==> config.mk <==
export PLATFORM = sky130hd
export DESIGN_NAME = display_scan_ctrl
export DESIGN_NICKNAME = d
export VERILOG_FILES = /design/src/rtl/display_pkg.sv /design/src/rtl/bcd_seg_dec.sv /design/src/rtl/display_scan_ctrl.sv
export SDC_FILE = /design/constraint.sdc
export NUM_CORES = 1
export LEC_CHECK = 0
export ABC_CLOCK_PERIOD_IN_PS = 3000
export CAP_MARGIN = 10
export CORE_MARGIN = 3
export CORE_UTILIZATION = 59
export DETAILED_ROUTE_END_ITERATION = 7
export PLACE_DENSITY = 0.94
export SETUP_SLACK_MARGIN = 0.02
export SLEW_MARGIN = 25
export SYNTH_ARGS = -nofsm -noshare
export SYNTH_HDL_FRONTEND = slang
export SYNTH_SLANG_ARGS = --single-unit
==> constraint.sdc <==
create_clock -name clk -period 3 [get_ports clk]
set_input_delay 0.3 -clock clk [delete_from_list [all_inputs] [get_ports clk]]
set_output_delay 0.3 -clock clk [all_outputs]
set_load 0.02 [all_outputs]
==> src/rtl/display_pkg.sv <==
// display_pkg
// Shared constants for the multiplexed seven-segment display controller:
// default geometry (digit count, scan divider), the ten digit patterns in
// {a,b,c,d,e,f,g,dp} order with dp cleared, the all-off pattern, and a
// helper that maps a BCD code onto its a..g segment bits.
package display_pkg;

    localparam int DEF_N_DIG    = 4;
    localparam int DEF_SCAN_DIV = 50000;

    localparam logic [7:0] SEG_0     = 8'hFC;
    localparam logic [7:0] SEG_1     = 8'h60;
    localparam logic [7:0] SEG_2     = 8'hDA;
    localparam logic [7:0] SEG_3     = 8'hF2;
    localparam logic [7:0] SEG_4     = 8'h66;
    localparam logic [7:0] SEG_5     = 8'hB6;
    localparam logic [7:0] SEG_6     = 8'hBE;
    localparam logic [7:0] SEG_7     = 8'hE0;
    localparam logic [7:0] SEG_8     = 8'hFE;
    localparam logic [7:0] SEG_9     = 8'hF6;
    localparam logic [7:0] SEG_BLANK = 8'h00;

    // Returns segments a..g (bit 6 = a); non-decimal codes give all off.
    function automatic logic [6:0] seg_of(input logic [3:0] code);
        logic [7:0] pat;
        pat = SEG_BLANK;
        case (code)
            4'd0:    pat = SEG_0;
            4'd1:    pat = SEG_1;
            4'd2:    pat = SEG_2;
            4'd3:    pat = SEG_3;
            4'd4:    pat = SEG_4;
            4'd5:    pat = SEG_5;
            4'd6:    pat = SEG_6;
            4'd7:    pat = SEG_7;
            4'd8:    pat = SEG_8;
            4'd9:    pat = SEG_9;
            default: pat = SEG_BLANK;
        endcase
        return pat[7:1];
    endfunction

endpackage

==> src/rtl/bcd_seg_dec.sv <==
// bcd_seg_dec
// Purely combinational BCD to seven-segment decoder.
// Ports:
//   code  in   4  BCD digit code (10..15 decode to all segments off)
//   segs  out  7  segments {a,b,c,d,e,f,g}, active-high
module bcd_seg_dec
    import display_pkg::*;
(
    input  logic [3:0] code,
    output logic [6:0] segs
);

    always_comb begin
        segs = seg_of(code);
    end

endmodule

==> src/rtl/display_scan_ctrl.sv <==
// display_scan_ctrl
// Time-multiplexed seven-segment display controller. A prescaler holds each
// digit selected for SCAN_DIV clocks; new values arrive over a valid/ready
// handshake into a one-entry pending buffer and are only committed to the
// display register at the end of a full scan, so a frame never tears.
// Ports:
//   clk         in   1        clock, rising edge
//   rst_n       in   1        synchronous active-low reset
//   upd_valid   in   1        new display value offered
//   upd_ready   out  1        no value pending, offer will be taken
//   upd_bcd     in   4*N_DIG  BCD digits, digit 0 in bits [3:0]
//   upd_dp      in   N_DIG    decimal-point mask, bit i for digit i
//   seg         out  8        {a,b,c,d,e,f,g,dp}, active-high
//   an          out  N_DIG    one-hot digit select, active-high
//   frame_tick  out  1        one-cycle pulse after each scan wrap
// Build option: define DISPLAY_BLANK_LZ_EN to blank leading zero digits
// (segments a..g off above the most significant nonzero digit; DP and
// digit 0 unaffected).
module display_scan_ctrl
    import display_pkg::*;
#(
    parameter int N_DIG    = DEF_N_DIG,
    parameter int SCAN_DIV = DEF_SCAN_DIV
) (
    input  logic               clk,
    input  logic               rst_n,
    input  logic               upd_valid,
    output logic               upd_ready,
    input  logic [4*N_DIG-1:0] upd_bcd,
    input  logic [N_DIG-1:0]   upd_dp,
    output logic [7:0]         seg,
    output logic [N_DIG-1:0]   an,
    output logic               frame_tick
);

    localparam int PW = $clog2(SCAN_DIV);
    localparam int IW = $clog2(N_DIG);

    logic [PW-1:0]      presc;
    logic [IW-1:0]      idx;
    logic               pending;
    logic [4*N_DIG-1:0] pend_bcd;
    logic [N_DIG-1:0]   pend_dp;
    logic [4*N_DIG-1:0] disp_bcd;
    logic [N_DIG-1:0]   disp_dp;

    logic               step;
    logic               wrap;
    logic [3:0]         cur_code;
    logic [6:0]         cur_segs;
    logic [N_DIG-1:0]   blank_lz;

    assign step      = (presc == PW'(SCAN_DIV - 1));
    assign wrap      = step && (idx == IW'(N_DIG - 1));
    assign upd_ready = ~pending;

    // A commit and a capture can never coincide: a commit needs a pending
    // value, which holds ready low. So a transfer landing on a wrap edge
    // finds nothing pending, becomes pending itself, and waits a frame.
    always_ff @(posedge clk) begin
        if (!rst_n) begin
            presc      <= '0;
            idx        <= '0;
            pending    <= 1'b0;
            pend_bcd   <= '0;
            pend_dp    <= '0;
            disp_bcd   <= {N_DIG{4'hF}};
            disp_dp    <= '0;
            frame_tick <= 1'b0;
        end else begin
            presc      <= step ? '0 : presc + 1'b1;
            frame_tick <= wrap;
            if (step) begin
                idx <= wrap ? '0 : idx + 1'b1;
            end
            if (wrap && pending) begin
                disp_bcd <= pend_bcd;
                disp_dp  <= pend_dp;
                pending  <= 1'b0;
            end else if (upd_valid && !pending) begin
                pend_bcd <= upd_bcd;
                pend_dp  <= upd_dp;
                pending  <= 1'b1;
            end
        end
    end

    // Outputs come only from idx and the display register, so digit select
    // and pattern always move together on the same edge.
    assign an       = N_DIG'(1) << idx;
    assign cur_code = disp_bcd[int'(idx) * 4 +: 4];

    bcd_seg_dec u_dec (
        .code (cur_code),
        .segs (cur_segs)
    );

`ifdef DISPLAY_BLANK_LZ_EN
    // Walk down from the top digit; everything above the first nonzero
    // digit is a leading zero. Digit 0 is never blanked.
    always_comb begin
        logic seen;
        blank_lz = '0;
        seen     = 1'b0;
        for (int i = N_DIG - 1; i >= 1; i--) begin
            if (disp_bcd[i*4 +: 4] != 4'h0) begin
                seen = 1'b1;
            end
            blank_lz[i] = ~seen;
        end
    end
`else
    assign blank_lz = '0;
`endif

    assign seg = {(blank_lz[idx] ? 7'b0 : cur_segs), disp_dp[idx]};

endmodule

Word level (Yosys, flattened, before mapping)
Memories as Yosys holds them, arrays and structs flattened.
Index checks and enable logic that the tools add are counted.
- register bits after elaboration: 60
- bits in read-only memories: 112
- input bits: 23
- output and inout port bits: 14
- logic and storage cells: 32
- memories kept: 1
- add/subtract/negate cells: 2
- magnitude comparators: 1
- eq/ne operators: 2
- shift operators: 2
- mux-type cells: 6
- bitwise gates (word level): 3
- reduce and logical (&&, ||, !) cells: 7
- memories (name ; depth ; bits a word ; rd ports ; clocked after memory_dff ; wr ports ; RTL line ; source):
    (name not given) ; 16 ; 7 ; 1 ; 0 ; 0 ; display_pkg.sv:27 ; case (code)
- operator list (kind ; count):
    adder 16 x 1 -> 16 bit (second input constant) ; 1
    equality test 16 bit (second input constant) ; 1
    indexed part select 16 x 5 -> 4 bit ; 1
    2-to-1 mux 7 bit ; 1
    binary-select mux 1 bit (select 2 bit) ; 2
    OR reduction 2 bit ; 2
    left shift 1 x 2 -> 4 bit (first input constant) ; 1
    logical AND 1 bit ; 3
    < comparator 2 x 3 -> 1 bit (second input constant) ; 1
    inverter 1 bit ; 3
    adder 2 x 1 -> 2 bit (second input constant) ; 1
    equality test 2 bit (second input constant) ; 1
    2-to-1 mux 1 bit ; 2
    2-to-1 mux 2 bit ; 1
    AND reduction 2 bit ; 1
    logical NOT 1 bit ; 1

Logic depth before layout (Yosys ltp)
- depth after elaboration: 5
- mapped depth: 8
- mapped depth without buffers: 7

Modules after synthesis
Synthesis repeated with hierarchy kept, for this count alone.
- cell total of the unflattened synthesis: 320
- area total of the unflattened synthesis: 2696.3 um^2
- by module, submodules not included (module ; instances ; cells each ; area each (um^2) ; seq. area each (um^2)):
    display_scan_ctrl ; 1 ; 292 ; 2477.4 ; 1201.2
    bcd_seg_dec ; 1 ; 28 ; 219.0 ; 0.0

Worst setup path before layout
OpenSTA, ideal clock, no wires.
- path type: reg2out
- from: register idx[0]
- to: output seg[2]
- arrival time: 2.025 ns
- required time: 2.700 ns
- slack: 0.675 ns
- stages on the path, launching flop included: 9
- buffers on the path: 1
- path through: dfxtp_1 > buf_2 > mux4_2 > inv_1 > ha_1 > inv_1 > nor2_1 > a21oi_1 > o21ai_0
- longest elaborated chain between the ends: 3
- elaborated cells on any way between the ends: 5
- those cells by class: shift (1); mux (3); memory (1)
- RTL lines (what ; RTL line ; source):
    start: declaration ; display_scan_ctrl.sv:40 ; logic [IW-1:0] idx;
    start signal: assignment ; display_scan_ctrl.sv:74 ; idx <= wrap ? '0 : idx + 1'b1;
    indexed part select 16 x 5 -> 4 bit / binary-select mux 1 bit (select 2 bit) (equally long branches) ; display_scan_ctrl.sv:91, display_scan_ctrl.sv:116 ;
    memory read (16 x 7 bit) / 2-to-1 mux 1 bit (equally long branches) ; n/a ;
    2-to-1 mux 7 bit * ; display_scan_ctrl.sv:116 ; assign seg = {(blank_lz[idx] ? 7'b0 : cur_segs), disp_dp[idx]};
    end: declaration ; display_scan_ctrl.sv:31 ; output logic [7:0] seg,
Mark *: on every way between the ends. The rest lies on a longest branch, timed or not. The select of a mux whose other input is x is not followed.

Worst setup path in the final report
- from: register idx[1]
- to: output seg[3]
The elaborated chain is that of the path after synthesis.

==> impl_metrics.ini <==
[outcome]
status = finished clean

[placement]
pre_cts_ws_ns = 0.472
port_buffers = 36
gp_congestion = 0.827
postPlaceCellArea_sq_um = 3190
dpl.hpwl_mm = 4.37

[worst_setup_path]
end_kind = output port
start_kind = flip-flop
crit_start = idx[1]$_SDFFE_PN0P_
critPathKind = flip-flop to output port
path_max_fanout = 9
reg2regPathDepth = 5
reg2reg_from = idx[1]$_SDFFE_PN0P_
arrival_ns = 2.46
cp.required_ns = 2.70

[route]
drt_iter0_markers = 195
drc = 0
ant_nets = 0
wl_per_cell_um = 15.8
vias_per_cell = 5.92
first_pass_iters = 5
wl_mm = 6.43
vias = 2409

[global_routing]
grt_pass1_vias = 2237
grt_pass1_wl_mm = 10.3
grt_antenna_before_repair = 0
grtUsageTotal_pct = 24.3
grt_start_max_net_pins = 33
overflow = 0

[yosys]
synth_edf_count = 0
synth.most_common_cell = dfxtp_1
synthXorXnorAreaFrac_pct = 4.34
synth-adder-area-share_pct = 4.87
synth_mux_area_share_pct = 4.34
synth-seq-area-share_pct = 42.5
yosys.area.top_type_share_pct = 42.5
synth.top_cells.by_area = dfxtp_1 42%, nand2_1 6.8%, a21oi_1 5.5%
synthArstFlopShare_pct = 0
synthCells = 318
synth_top_family_by_area = simple AND/OR/NAND/NOR gates
ys_seq_elements = 60
ys_types = 36
synth_compound_area_share_pct = 15.3
avgSynthCellArea_sq_um = 8.89
syn-cell-area_sq_um = 2830
synth.largest_area_cell = dfxtp_1
yosysWarnings = 0
synthTopCellsByCount = 60 x dfxtp_1, 51 x nand2_1, 31 x a21oi_1, 26 x nor2_1, 22 x inv_1
yosys.area_share.simple_pct = 22.3
synth_flop_cell = dfxtp_1
syn-num-nets = 352

[sta]
min_period_over_period_pct = 91.8
setup_viol = 0
finalSetupTns_ns = 0
slew_headroom_pct = 36.0
skew_ns = 0.00598
hold_ws_ns = 0.461
tightest_slew_ns = 0.959
timing.fmax_mhz = 363
grt_setup_unrepaired = false
setup_slack_ns = 0.245
period_minus_slack_ns = 2.76
finalHoldViolCount = 0
maxSlewViolCount = 0

[layout]
antenna_cells = 0
drive_above_1_share_pct = 11.3
fin_area_sq_um = 3410
layout.nets = 384
area_growth_pct = 20.6

[die]
initial_utilization_pct = 63.2
floorplan.io_pins = 37
row_count = 24
fp.dieH_um = 75.2
die-area_sq_um = 5660
chipWidth_um = 75.2
coreArea_sq_um = 4470

[power_and_ir_drop]
switching_share_pct = 22.3
vdd_drop_max_mv = 0.420
leakage_uw = 0.00138
powerDensity_nw_per_um2 = 485
switching_power_uw = 368
pwr-share-comb_pct = 5.2
p_clk_share_pct = 44.6
fin_total_pwr_uw = 1650
seqPwrFrac_pct = 50.2
p_int_uw = 1290

[worst_hold_path]
hold_class = flip-flop to flip-flop
holdPathStages = 2
min-delay-start = pend_bcd[6]$_SDFFE_PN0P_

[clock_tree]
clockBufferDepth = 2
cts_buffers = 9
cts_tree = done
cts_root_buf = clkbuf_8
clk_latency_ns = 0.34
clock-sinks = 60
post_cts_buffers = 0
clk_pin_slew_worst_paths_ns = 0.06
h-tree-depth = 3

[job]
max_cap_viol_count = 0
power by group through the flow:
stage	clock (uW)	sequential, uW	combinational (uW)
4_1_cts	741	829	86.9
3_3_place_gp	0	846	83.1
6_report	737	830	86.7
3_5_place_dp	0	847	85.8
5_1_grt	776	832	95.6
2_1_floorplan	0	842	48.0
cell type report:
class / count / area, sq um
clock inverters: 4 / 47.5
inverters: 22 / 82.6
repair buffers: 41 / 413
flip-flops and latches: 60 / 1200
clock buffers: 12 / 155
well taps: 52 / 65.1
multi-input cells: 216 / 1450
fillers: 294 / 1060
cell families (layout without fill, tap and decap cells):
group / count (synthesis) / after routing
AO/OA/AOI/OAI: 63 / 63
buffers and inverters: 42 / 79
flip-flops: 60 / 60
AND/OR/NAND/NOR: 122 / 122
multiplexers: 6 / 6
XOR/XNOR: 14 / 14
adder cells (fa/ha/maj): 11 / 11
routing by layer:
layer  share of wire, %  GRT usage, %  vias to the layer above  wire (um)
li1                   -             -                     1163          -
met1                 44          31.5                     1115       2850
met2                 46          37.1                      107       2960
met3                6.9          7.34                       24        444
met4                2.8          11.5                        0        180
met5                  0             0                        -          0
per-stage QoR:
step | instances | util [%]
after floorplan | 318 | -
after global placement | 391 | 71.3
after detailed placement | 391 | 71.3
after CTS | 407 | 75.9
after global routing | 407 | 76.2
final | 407 | 76.2
worst max-delay path, cell delays in order (launching register included):
cell	delay, ns
dfxtp_1	0.55
mux4_2	0.45
inv_1	0.14
ha_1	0.15
inv_1	0.05
o22ai_1	0.16
clkdlybuf4s50_1	0.62
path summary, 6_finish.rpt:
path / slack, ns / to
max: 0.24 / seg[3]
min reg2reg: 0.46 / pend_bcd[6]$_SDFFE_PN0P_
max reg2reg: 0.91 / disp_bcd[0]$_SDFFE_PN1P_
min: 0.46 / pend_bcd[6]$_SDFFE_PN0P_
cells in the final DEF (no fill, tap or decap), types with 6 or more instances in the layout:
cell             instances
o211ai_2                 9
nand4_1                 17
o31a_1                   6
nand3_1                  8
nand2_1                 51
ha_1                    11
a21oi_1                 31
dlymetal6s2s_1           6
xnor2_1                 12
clkbuf_8                11
clkdlybuf4s50_1         30
nor2_1                  26
a211o_1                  6
dfxtp_1                 60
o21ai_0                  9
inv_1                   22
timing repair:
action	CTS	global route
setup endpoints to repair	0	6
hold buffers	0	0
resized for setup	0	6
hold endpoints to repair	0	0
registers in the layout, indices dropped and copies added, names as in the netlist:
name,cells
presc,16
pend_bcd,16
frame_tick,1
disp_dp,4
pend_dp,4
idx,2
pending,1
disp_bcd,16
(Power assumes the default switching activity.)
